<file path="config.mk">
export PLATFORM = sky130hd
export DESIGN_NAME = axi_xbar_flat
export DESIGN_NICKNAME = d
export VERILOG_FILES = /design/src/rtl/axi_xbar_if.sv /design/src/rtl/axi_xbar.sv /design/src/flat_wrapper.sv
export SDC_FILE = /design/constraint.sdc
export NUM_CORES = 1
export LEC_CHECK = 0
export CORE_AREA = 2 2 166 168
export DETAILED_ROUTE_END_ITERATION = 6
export DIE_AREA = 0 0 168 170
export PLACE_DENSITY = 0.63
export SYNTH_ARGS = -nofsm -noshare
export SYNTH_HDL_FRONTEND = slang
export SYNTH_SLANG_ARGS = --single-unit
</file>
<file path="constraint.sdc">
create_clock -name clk -period 3 [get_ports clk]
set_clock_uncertainty 0.2 [all_clocks]
set_input_delay 0.45 -clock clk [delete_from_list [all_inputs] [get_ports clk]]
set_output_delay 0.45 -clock clk [all_outputs]
set_load 0.01 [all_outputs]
</file>
<file path="src/rtl/axi_xbar_if.sv">
// AXI-lite channel bundle (AR/R/AW/W/B) shared by the arbiter side and both slaves.
// master modport: issues addresses/data and takes responses; slave modport: the reverse.
interface axi_xbar_if #(
    parameter int ADDR_W = 32,
    parameter int DATA_W = 32
);
    logic [ADDR_W-1:0] araddr;
    logic              arvalid;
    logic              arready;
    logic [DATA_W-1:0] rdata;
    logic [1:0]        rresp;
    logic              rvalid;
    logic              rready;
    logic [ADDR_W-1:0] awaddr;
    logic              awvalid;
    logic              awready;
    logic [DATA_W-1:0] wdata;
    logic              wvalid;
    logic              wready;
    logic [1:0]        bresp;
    logic              bvalid;
    logic              bready;

    modport master (
        output araddr, arvalid, rready, awaddr, awvalid, wdata, wvalid, bready,
        input  arready, rdata, rresp, rvalid, awready, wready, bresp, bvalid
    );

    modport slave (
        input  araddr, arvalid, rready, awaddr, awvalid, wdata, wvalid, bready,
        output arready, rdata, rresp, rvalid, awready, wready, bresp, bvalid
    );
endinterface

</file>
<file path="src/rtl/axi_xbar.sv">
// 1-master / 2-slave AXI-lite decoding crossbar, one transaction in flight.
// Target is decoded and registered when the address is accepted; responses pass
// back combinationally. Optional macro XBAR_DECERR_EN: unmapped addresses are
// answered locally with DECERR instead of being sent to main memory.
module axi_xbar #(
    parameter int              ADDR_W   = 32,
    parameter int              DATA_W   = 32,
    parameter logic [ADDR_W-1:0] MEM_BASE = 32'h8000_0000,
    parameter logic [ADDR_W-1:0] MEM_MASK = 32'hf800_0000,
    parameter logic [ADDR_W-1:0] DEV_BASE = 32'ha000_0000,
    parameter logic [ADDR_W-1:0] DEV_MASK = 32'hf000_0000
) (
    input  logic        clk,
    input  logic        rst,
    axi_xbar_if.slave   m,
    axi_xbar_if.master  mem,
    axi_xbar_if.master  dev
);
    typedef enum logic [2:0] {IDLE, RD_REQ, RD_RESP, WR_REQ, WR_RESP} state_e;
    typedef enum logic [1:0] {TGT_MEM, TGT_DEV, TGT_ERR} tgt_e;

`ifdef XBAR_DECERR_EN
    localparam tgt_e UNMAPPED_TGT = TGT_ERR;
`else
    localparam tgt_e UNMAPPED_TGT = TGT_MEM;
`endif

    // Device window wins when both windows match.
    function automatic tgt_e decode(input logic [ADDR_W-1:0] a);
        if ((a & DEV_MASK) == DEV_BASE) return TGT_DEV;
        if ((a & MEM_MASK) == MEM_BASE) return TGT_MEM;
        return UNMAPPED_TGT;
    endfunction

    state_e            state_q, state_d;
    tgt_e              tgt_q, tgt_d;
    logic [ADDR_W-1:0] addr_q, addr_d;
    logic [DATA_W-1:0] wdata_q, wdata_d;
    logic              aw_done_q, aw_done_d;
    logic              w_done_q, w_done_d;

    // Selected-slave view: valids/readies toward the target and its returned signals.
    logic              s_arvalid, s_rready, s_awvalid, s_wvalid, s_bready;
    logic              s_arready, s_rvalid, s_awready, s_wready, s_bvalid;
    logic [DATA_W-1:0] s_rdata;
    logic [1:0]        s_rresp, s_bresp;
    logic              wr_ok;

    // Return-path mux; the ERR target answers locally with DECERR.
    always_comb begin
        s_arready = 1'b0; s_rdata = '0; s_rresp = 2'b00; s_rvalid = 1'b0;
        s_awready = 1'b0; s_wready = 1'b0; s_bresp = 2'b00; s_bvalid = 1'b0;
        case (tgt_q)
            TGT_DEV: begin
                s_arready = dev.arready; s_rdata = dev.rdata; s_rresp = dev.rresp;
                s_rvalid = dev.rvalid; s_awready = dev.awready; s_wready = dev.wready;
                s_bresp = dev.bresp; s_bvalid = dev.bvalid;
            end
            TGT_ERR: begin
                s_rvalid = 1'b1; s_rresp = 2'b11; s_bvalid = 1'b1; s_bresp = 2'b11;
            end
            default: begin
                s_arready = mem.arready; s_rdata = mem.rdata; s_rresp = mem.rresp;
                s_rvalid = mem.rvalid; s_awready = mem.awready; s_wready = mem.wready;
                s_bresp = mem.bresp; s_bvalid = mem.bvalid;
            end
        endcase
    end

    // Transaction FSM: next state, captured registers and handshake outputs.
    always_comb begin
        state_d = state_q; tgt_d = tgt_q; addr_d = addr_q; wdata_d = wdata_q;
        aw_done_d = aw_done_q; w_done_d = w_done_q;
        m.arready = 1'b0; m.awready = 1'b0; m.wready = 1'b0;
        m.rvalid = 1'b0; m.rdata = '0; m.rresp = 2'b00;
        m.bvalid = 1'b0; m.bresp = 2'b00;
        s_arvalid = 1'b0; s_rready = 1'b0; s_awvalid = 1'b0; s_wvalid = 1'b0; s_bready = 1'b0;
        // Writes only go when no read competes and both AW and W are present.
        wr_ok = !m.arvalid && m.awvalid && m.wvalid;
        case (state_q)
            IDLE: begin
                m.arready = rst;
                m.awready = wr_ok && rst;
                m.wready  = wr_ok && rst;
                if (m.arvalid) begin
                    addr_d  = m.araddr;
                    tgt_d   = decode(m.araddr);
                    state_d = (decode(m.araddr) == TGT_ERR) ? RD_RESP : RD_REQ;
                end else if (wr_ok) begin
                    addr_d    = m.awaddr;
                    wdata_d   = m.wdata;
                    tgt_d     = decode(m.awaddr);
                    aw_done_d = 1'b0;
                    w_done_d  = 1'b0;
                    state_d   = (decode(m.awaddr) == TGT_ERR) ? WR_RESP : WR_REQ;
                end
            end
            RD_REQ: begin
                s_arvalid = 1'b1;
                if (s_arready) state_d = RD_RESP;
            end
            RD_RESP: begin
                m.rvalid = s_rvalid; m.rdata = s_rdata; m.rresp = s_rresp;
                s_rready = m.rready;
                if (s_rvalid && m.rready) state_d = IDLE;
            end
            WR_REQ: begin
                s_awvalid = !aw_done_q;
                s_wvalid  = !w_done_q;
                aw_done_d = aw_done_q || (s_awvalid && s_awready);
                w_done_d  = w_done_q || (s_wvalid && s_wready);
                if (aw_done_d && w_done_d) state_d = WR_RESP;
            end
            WR_RESP: begin
                m.bvalid = s_bvalid; m.bresp = s_bresp;
                s_bready = m.bready;
                if (s_bvalid && m.bready) state_d = IDLE;
            end
            default: state_d = IDLE;
        endcase
    end

    // State and capture registers; reset drops any in-flight transaction.
    always_ff @(posedge clk or negedge rst) begin
        if (!rst) begin
            state_q <= IDLE; tgt_q <= TGT_MEM; addr_q <= '0; wdata_q <= '0;
            aw_done_q <= 1'b0; w_done_q <= 1'b0;
        end else begin
            state_q <= state_d; tgt_q <= tgt_d; addr_q <= addr_d; wdata_q <= wdata_d;
            aw_done_q <= aw_done_d; w_done_q <= w_done_d;
        end
    end

    // Only the selected slave ever sees a valid/ready; addr/data fan out to both.
    assign mem.arvalid = s_arvalid && (tgt_q == TGT_MEM);
    assign mem.rready  = s_rready  && (tgt_q == TGT_MEM);
    assign mem.awvalid = s_awvalid && (tgt_q == TGT_MEM);
    assign mem.wvalid  = s_wvalid  && (tgt_q == TGT_MEM);
    assign mem.bready  = s_bready  && (tgt_q == TGT_MEM);
    assign dev.arvalid = s_arvalid && (tgt_q == TGT_DEV);
    assign dev.rready  = s_rready  && (tgt_q == TGT_DEV);
    assign dev.awvalid = s_awvalid && (tgt_q == TGT_DEV);
    assign dev.wvalid  = s_wvalid  && (tgt_q == TGT_DEV);
    assign dev.bready  = s_bready  && (tgt_q == TGT_DEV);
    assign mem.araddr  = addr_q;
    assign mem.awaddr  = addr_q;
    assign mem.wdata   = wdata_q;
    assign dev.araddr  = addr_q;
    assign dev.awaddr  = addr_q;
    assign dev.wdata   = wdata_q;
endmodule
</file>
<file path="src/flat_wrapper.sv">
// flat-port wrapper written by rule: the top's interface ports become plain ports
module axi_xbar_flat 
#(
    parameter int              ADDR_W   = 32,
    parameter int              DATA_W   = 32,
    parameter logic [ADDR_W-1:0] MEM_BASE = 32'h8000_0000,
    parameter logic [ADDR_W-1:0] MEM_MASK = 32'hf800_0000,
    parameter logic [ADDR_W-1:0] DEV_BASE = 32'ha000_0000,
    parameter logic [ADDR_W-1:0] DEV_MASK = 32'hf000_0000
)
  (clk, rst, m_araddr, m_arvalid, m_rready, m_awaddr, m_awvalid, m_wdata, m_wvalid, m_bready, m_arready, m_rdata, m_rresp, m_rvalid, m_awready, m_wready, m_bresp, m_bvalid, mem_araddr, mem_arvalid, mem_rready, mem_awaddr, mem_awvalid, mem_wdata, mem_wvalid, mem_bready, mem_arready, mem_rdata, mem_rresp, mem_rvalid, mem_awready, mem_wready, mem_bresp, mem_bvalid, dev_araddr, dev_arvalid, dev_rready, dev_awaddr, dev_awvalid, dev_wdata, dev_wvalid, dev_bready, dev_arready, dev_rdata, dev_rresp, dev_rvalid, dev_awready, dev_wready, dev_bresp, dev_bvalid);
  axi_xbar_if #(.ADDR_W(ADDR_W), .DATA_W(DATA_W)) m_i ();
  axi_xbar_if #(.ADDR_W(ADDR_W), .DATA_W(DATA_W)) mem_i ();
  axi_xbar_if #(.ADDR_W(ADDR_W), .DATA_W(DATA_W)) dev_i ();
  input  logic clk;
  input  logic rst;
  input wire logic [$bits(m_i.araddr)-1:0] m_araddr;
  input wire logic [$bits(m_i.arvalid)-1:0] m_arvalid;
  input wire logic [$bits(m_i.rready)-1:0] m_rready;
  input wire logic [$bits(m_i.awaddr)-1:0] m_awaddr;
  input wire logic [$bits(m_i.awvalid)-1:0] m_awvalid;
  input wire logic [$bits(m_i.wdata)-1:0] m_wdata;
  input wire logic [$bits(m_i.wvalid)-1:0] m_wvalid;
  input wire logic [$bits(m_i.bready)-1:0] m_bready;
  output wire logic [$bits(m_i.arready)-1:0] m_arready;
  output wire logic [$bits(m_i.rdata)-1:0] m_rdata;
  output wire logic [$bits(m_i.rresp)-1:0] m_rresp;
  output wire logic [$bits(m_i.rvalid)-1:0] m_rvalid;
  output wire logic [$bits(m_i.awready)-1:0] m_awready;
  output wire logic [$bits(m_i.wready)-1:0] m_wready;
  output wire logic [$bits(m_i.bresp)-1:0] m_bresp;
  output wire logic [$bits(m_i.bvalid)-1:0] m_bvalid;
  output wire logic [$bits(mem_i.araddr)-1:0] mem_araddr;
  output wire logic [$bits(mem_i.arvalid)-1:0] mem_arvalid;
  output wire logic [$bits(mem_i.rready)-1:0] mem_rready;
  output wire logic [$bits(mem_i.awaddr)-1:0] mem_awaddr;
  output wire logic [$bits(mem_i.awvalid)-1:0] mem_awvalid;
  output wire logic [$bits(mem_i.wdata)-1:0] mem_wdata;
  output wire logic [$bits(mem_i.wvalid)-1:0] mem_wvalid;
  output wire logic [$bits(mem_i.bready)-1:0] mem_bready;
  input wire logic [$bits(mem_i.arready)-1:0] mem_arready;
  input wire logic [$bits(mem_i.rdata)-1:0] mem_rdata;
  input wire logic [$bits(mem_i.rresp)-1:0] mem_rresp;
  input wire logic [$bits(mem_i.rvalid)-1:0] mem_rvalid;
  input wire logic [$bits(mem_i.awready)-1:0] mem_awready;
  input wire logic [$bits(mem_i.wready)-1:0] mem_wready;
  input wire logic [$bits(mem_i.bresp)-1:0] mem_bresp;
  input wire logic [$bits(mem_i.bvalid)-1:0] mem_bvalid;
  output wire logic [$bits(dev_i.araddr)-1:0] dev_araddr;
  output wire logic [$bits(dev_i.arvalid)-1:0] dev_arvalid;
  output wire logic [$bits(dev_i.rready)-1:0] dev_rready;
  output wire logic [$bits(dev_i.awaddr)-1:0] dev_awaddr;
  output wire logic [$bits(dev_i.awvalid)-1:0] dev_awvalid;
  output wire logic [$bits(dev_i.wdata)-1:0] dev_wdata;
  output wire logic [$bits(dev_i.wvalid)-1:0] dev_wvalid;
  output wire logic [$bits(dev_i.bready)-1:0] dev_bready;
  input wire logic [$bits(dev_i.arready)-1:0] dev_arready;
  input wire logic [$bits(dev_i.rdata)-1:0] dev_rdata;
  input wire logic [$bits(dev_i.rresp)-1:0] dev_rresp;
  input wire logic [$bits(dev_i.rvalid)-1:0] dev_rvalid;
  input wire logic [$bits(dev_i.awready)-1:0] dev_awready;
  input wire logic [$bits(dev_i.wready)-1:0] dev_wready;
  input wire logic [$bits(dev_i.bresp)-1:0] dev_bresp;
  input wire logic [$bits(dev_i.bvalid)-1:0] dev_bvalid;
  assign m_i.araddr = m_araddr;
  assign m_i.arvalid = m_arvalid;
  assign m_i.rready = m_rready;
  assign m_i.awaddr = m_awaddr;
  assign m_i.awvalid = m_awvalid;
  assign m_i.wdata = m_wdata;
  assign m_i.wvalid = m_wvalid;
  assign m_i.bready = m_bready;
  assign m_arready = m_i.arready;
  assign m_rdata = m_i.rdata;
  assign m_rresp = m_i.rresp;
  assign m_rvalid = m_i.rvalid;
  assign m_awready = m_i.awready;
  assign m_wready = m_i.wready;
  assign m_bresp = m_i.bresp;
  assign m_bvalid = m_i.bvalid;
  assign mem_araddr = mem_i.araddr;
  assign mem_arvalid = mem_i.arvalid;
  assign mem_rready = mem_i.rready;
  assign mem_awaddr = mem_i.awaddr;
  assign mem_awvalid = mem_i.awvalid;
  assign mem_wdata = mem_i.wdata;
  assign mem_wvalid = mem_i.wvalid;
  assign mem_bready = mem_i.bready;
  assign mem_i.arready = mem_arready;
  assign mem_i.rdata = mem_rdata;
  assign mem_i.rresp = mem_rresp;
  assign mem_i.rvalid = mem_rvalid;
  assign mem_i.awready = mem_awready;
  assign mem_i.wready = mem_wready;
  assign mem_i.bresp = mem_bresp;
  assign mem_i.bvalid = mem_bvalid;
  assign dev_araddr = dev_i.araddr;
  assign dev_arvalid = dev_i.arvalid;
  assign dev_rready = dev_i.rready;
  assign dev_awaddr = dev_i.awaddr;
  assign dev_awvalid = dev_i.awvalid;
  assign dev_wdata = dev_i.wdata;
  assign dev_wvalid = dev_i.wvalid;
  assign dev_bready = dev_i.bready;
  assign dev_i.arready = dev_arready;
  assign dev_i.rdata = dev_rdata;
  assign dev_i.rresp = dev_rresp;
  assign dev_i.rvalid = dev_rvalid;
  assign dev_i.awready = dev_awready;
  assign dev_i.wready = dev_wready;
  assign dev_i.bresp = dev_bresp;
  assign dev_i.bvalid = dev_bvalid;
  axi_xbar #(.ADDR_W(ADDR_W), .DATA_W(DATA_W), .MEM_BASE(MEM_BASE), .MEM_MASK(MEM_MASK), .DEV_BASE(DEV_BASE), .DEV_MASK(DEV_MASK)) u_core (.clk(clk), .rst(rst), .m(m_i), .mem(mem_i), .dev(dev_i));
endmodule
</file>
After elaboration in Yosys (flattened, before gate mapping)
Index checks and enable logic that the tools add are counted.

Bits in registers: 71. Bits in latches: 0. RAM bits: 0. Bits in read-only memories: 0. Input port bits: 185. Output and inout bits: 243. Word-level logic and storage cells: 122. Memories: 0.

Add/subtract/negate cells: 0. Multiply operators: 0. Divide/modulo/power cells: 0. Order comparisons: 0. Eq/ne operators: 19. Shifts and indexed selects: 0. Muxes and demuxes: 65. Bitwise gates (word level): 1. Reduce and logical (&&, ||, !) cells: 31.

Operators with widths (count): $mux 32 (3); $pmux 32 s2 (1); $mux 2 (17); $mux 1 (27); $mux 3 (7); $logic_and 1x1->1 (18); $pmux 3 s5 (1); $pmux 1 s2 (7); $eq 5x5->1 const B (2); $ne 2x1->1 const B (5); $eq 4x4->1 const B (2); $pmux 2 s2 (2); $eq 2x2->1 const B (3); $eq 3x2->1 const B (2); $reduce_and 3->1 (2); $reduce_and 5->1 (1); $reduce_bool 2->1 (2); $eq 3x1->1 const B (1); $eq 3x3->1 const B (1); $logic_not 1->1 (3); $logic_not 3->1 (1); $ne 3x2->1 const B (1); $eq 2x1->1 const B (1); $logic_not 2->1 (1); other kinds (4) (5).

Logic depth before layout (Yosys ltp)
Depth after elaboration: 20. Gate-level depth with buffers: 6. Mapped depth without buffers: 4.

Worst setup path after synthesis
OpenSTA, ideal clock, no wires.

Path type: reg-to-output. Start point: register u_core.state_q[0]. End point: output m_wready. Arrival time: 1.778 ns. Required time: 2.350 ns. Slack: 0.572 ns. Stages on the path, launching flop included: 7. Buffers on the path: 3. Cells stage by stage: dfrtp_1 > buf_2 > or3_1 > nor3_4 > buf_6 > and2_1 > buf_4.

Cells in the longest elaborated chain, start to end: 2.

RTL lines: from (decl) (RTL line axi_xbar.sv:35) `state_e state_q, state_d;`; from (signal assigned) (RTL line axi_xbar.sv:129) `state_q <= state_d; tgt_q <= tgt_d; addr_q <= addr_d; wdata_q <= wdata_d;`; $logic_not 3->1; $mux 1; to (decl) (RTL line flat_wrapper.sv:30) `output wire logic [$bits(m_i.wready)-1:0] m_wready;`.

No other way between the ends.

Worst setup path in the final report
Start point: register u_core.state_q[2]. End point: output m_rdata[28].

Cells in the longest elaborated chain, start to end: 2.

RTL lines: $eq 3x2->1 (RTL line axi_xbar.sv:80) `case (state_q)`; $mux 32 (RTL line axi_xbar.sv:80); to (decl) (RTL line flat_wrapper.sv:26) `output wire logic [$bits(m_i.rdata)-1:0] m_rdata;`.

No other way between the ends.

==> out/results.txt <==
Area leader, netlist -> sky130_fd_sc_hd__dfrtp_1
Critical path buffer and inverter count -> 2
Pin count of the biggest net entering global routing -> 49
Critical path data required time -> 2.35 ns
Setup slack after layout -> 0.122 ns
Largest family of logic cells by synthesized area -> buffers and inverters
Starting Density -> 17.6%
Top cell family by delay on the critical path -> buffers and inverters
Highest clock frequency the design can meet -> 347 MHz
Gp weighted congestion -> 0.740
Via count normalized by instance count -> 3.91
Fraction of final layout cells with drive strength greater than 1 -> 8.77%
Post-placement setup slack -> 0.348 ns
DP Wirelength -> 15.1 mm
Height of the chip -> 170 microns
VDD IR max -> 0.440 mV
Proportion of netlist area held by the largest area contributor -> 37.4%
Share of synthesized area spent on multiplexers -> 23.6%
Switch share -> 37.5%
Leftover overflow at the end of global routing -> 0
CORE AREA -> 0.0267 sq mm
TritonCTS clock tree -> yes
Share of the yosys chip area belonging to registers -> 37.4%
Unrepaired setup endpoints after global routing -> false
Via count of the first global-routing pass -> 4510
ANT nets after route -> 0
Number of antenna diodes -> 0
Min Tclk post-route -> 2.88 ns
Number of standard cells after synthesis -> 482
Cell internal power dissipation -> 5370 uW
Proportion of power drawn by combinational gates -> 64.3%
Worst-case hold path end point -> u_core.aw_done_q$_DFFE_PN0P_
Clock tree root buffer cell -> sky130_fd_sc_hd__clkbuf_16
Slowest cell delay on critical path -> 0.54 ns
Antenna violations before repair -> 0
Site Rows -> 60
Number of design-rule violations left by the first detailed-router iteration -> 103
Measured slew at the worst slew-check pin -> 0.651 ns
CTS H-tree depth -> 3
Area delta synth->final -> 86.3%
Leakage power summed over all cells -> 0.00351 uW
Total number of vias -> 4411
Global-route wire length before repair -> 26.8 mm
Count of clock tree sinks -> 70
Reg-to-reg setup timing slack -> 0.62 ns
Number of max-slew violations in the final report -> 0
Adder and majority gate portion of the synthesized area -> 0%
Worst R2R Path Depth -> 5
Synth cell types -> 32
Total Power -> 8590 uW
Worst flop-to-flop path endpoint -> u_core.state_q[1]$_DFFE_PN0P_
Placed Instances -> 1111
Number of hold violations in the final report -> 0
Number of port buffers -> 427
Number of nets produced by synthesis -> 667
Final cycle utilization of the critical path -> 95.9%
Routed wire length -> 18.4 mm
# DRC -> 0
Headroom to the max-slew limit -> 56.6%
Class of the worst hold path -> reg2reg
Leading cell types in the layout, fill and taps excluded -> sky130_fd_sc_hd__clkdlybuf4s50_1, sky130_fd_sc_hd__nor2_1, sky130_fd_sc_hd__mux2i_1, sky130_fd_sc_hd__dfrtp_1, sky130_fd_sc_hd__a21oi_1
Initial DRT Pass Iterations -> 4
Clock Pin Slew Worst Setup and Hold Paths -> 0.06 ns
Number of synthesized flops with an enable pin -> 0
Clock buffers created by TritonCTS -> 9
Sequence of cells on the critical path -> or3b_2, buf_6, nor2_1, clkdlybuf4s50_1
Launch instance of the worst register-to-register path -> u_core.tgt_q[0]$_DFFE_PN0P_
Floorplan die area -> 0.0286 sq mm
Status -> finished, final reports clean
Sequential share of power -> 23.9%
Post-Layout Cell Count -> 1128
Filler instances -> 2756
Area of the multi-input gates -> 0.00182 sq mm
Synth Register Bits -> 70
Number of nets in the layout -> 967
Cell area after technology mapping -> 0.00468 sq mm
Die boundary width -> 168 microns
Routed length per instance -> 16.3 microns
Final setup vio count -> 0
Dominant register cell in the synthesized netlist -> sky130_fd_sc_hd__dfrtp_1
Endpoint kind of the worst setup timing path -> primary output
Clk buf depth -> 2
Startpoint type of the worst setup path -> flop
Share of the synthesized area in compound gates (AO/OA/AOI/OAI) -> 5.11%
Maximum Capacitance Violations -> 0
Pwr/cell area -> 984 mW/mm^2
Number of cells on the worst hold path -> 2
Category of the most critical setup path -> reg2out
Number of warning messages in the yosys log -> 0
Hold Crit Start -> u_core.aw_done_q$_DFFE_PN0P_
Top post-synthesis cells by area -> sky130_fd_sc_hd__dfrtp_1, sky130_fd_sc_hd__buf_4, sky130_fd_sc_hd__mux2i_1
Sequential Area -> 0.00176 sq mm
Largest driver fanout on the critical path -> 34
Clk network pwr share -> 11.9%
Basic-gate share of the synthesized area counting and, or, nand and nor cells -> 9.89%
Setup TNS Final -> 0 ns
Worst path slowest cell -> sky130_fd_sc_hd__clkdlybuf4s50_1
Most common cell after layout, fill and taps aside -> sky130_fd_sc_hd__clkdlybuf4s50_1
Mapped Avg Cell Area -> 9.71 sq um
Worst endpoint data arrival time -> 2.23 ns
Util after Layout -> 32.7%
Share of the synthesized netlist area taken by xor and xnor gates -> 0%
Gr usage total -> 12.4%
Switching pwr -> 3220 uW
Ports -> 428
Clock insertion delay at the later pin of the skew report -> 0.34 ns
Share of flip-flops with an asynchronous set or reset after synthesis -> 100%
## repair_timing
action                                  4_1_cts  5_1_grt
endpoints found under the setup margin        1       36
buffers inserted                              0        0
hold buffers                                  1        0
resized for setup                             1        3
endpoints found under the hold margin        22        0
## per-layer routing
metal  track usage (%)  share of wire, %
met4              3.67               1.5
met1              14.1                39
met3              3.30               7.8
met2              22.6                52
met5                 0                 0
## logic make-up (layout without fill, tap and decap cells)
group,Yosys count,in the layout
mux,106,106
simple gates,104,104
flops,70,70
compound gates,43,43
buf+inv,159,464
## sequential cells by signal, summed over array words and instances (netlist names)
signal,count
u_core.state_q,3
u_core.w_done_q,1
u_core.dev.araddr,32
u_core.aw_done_q,1
u_core.dev.wdata,32
u_core.tgt_q,1
## worst min-delay path, delay by kind of cell, from the launching register on
kind	cells	cell delay, ns
compound gates	1	0.04
flops	1	0.34
simple gates	1	0.08
## cell type report
cell class	count	area share, %
repair buffers	444	50.7
multi-input cells	253	20.9
flip-flops and latches	70	20.1
well taps	341	4.89
clock buffers	11	2.78
clock inverters	5	0.402
inverters	4	0.172
## how the worst max path moves through the flow
stage,startpoint,end,slack (ns),depth (start not counted)
floorplan,u_core.state_q[0]$_DFFE_PN0P_,m_wready,0.57,6
global placement,u_core.tgt_q[0]$_DFFE_PN0P_,m_rdata[13],0.33,4
detailed placement,u_core.tgt_q[0]$_DFFE_PN0P_,m_rdata[13],0.35,4
CTS,u_core.state_q[2]$_DFFE_PN0P_,m_rdata[28],0.03,4
global route,u_core.state_q[2]$_DFFE_PN0P_,m_rdata[18],0.005,4
finish,u_core.state_q[2]$_DFFE_PN0P_,m_rdata[28],0.12,4
## power by group through the flow
| stage | logic (uW) | registers [uW] | clock network (uW) |
|---|---|---|---|
| 2_1_floorplan | 3060 | 2020 | 0 |
| 3_3_place_gp | 5510 | 2060 | 0 |
| 3_5_place_dp | 5550 | 2070 | 0 |
| 4_1_cts | 5570 | 2080 | 1070 |
| 5_1_grt | 5860 | 2150 | 1100 |
| 6_report | 5520 | 2050 | 1020 |
## stage by stage
step | hold slack [ns] | area (sq um)
after CTS | 0.310 | 8710
after global placement | 0.272 | 8420
after global routing | 0.329 | 8720
after floorplan | -0.0456 | 4680
final | 0.301 | 8720
after detailed placement | 0.296 | 8420
## Yosys cell counts, types with 2 or more instances
master / count
sky130_fd_sc_hd__a21oi_1: 35
sky130_fd_sc_hd__and2_1: 2
sky130_fd_sc_hd__buf_1: 4
sky130_fd_sc_hd__buf_2: 8
sky130_fd_sc_hd__buf_4: 129
sky130_fd_sc_hd__buf_6: 4
sky130_fd_sc_hd__clkbuf_1: 10
sky130_fd_sc_hd__dfrtp_1: 70
sky130_fd_sc_hd__inv_1: 4
sky130_fd_sc_hd__mux2_1: 9
sky130_fd_sc_hd__mux2_2: 27
sky130_fd_sc_hd__mux2i_1: 70
sky130_fd_sc_hd__nand2_1: 3
sky130_fd_sc_hd__nor2_1: 81
sky130_fd_sc_hd__nor3_1: 7
sky130_fd_sc_hd__nor3b_1: 2
sky130_fd_sc_hd__or3b_2: 2
(Power assumes the default switching activity.)
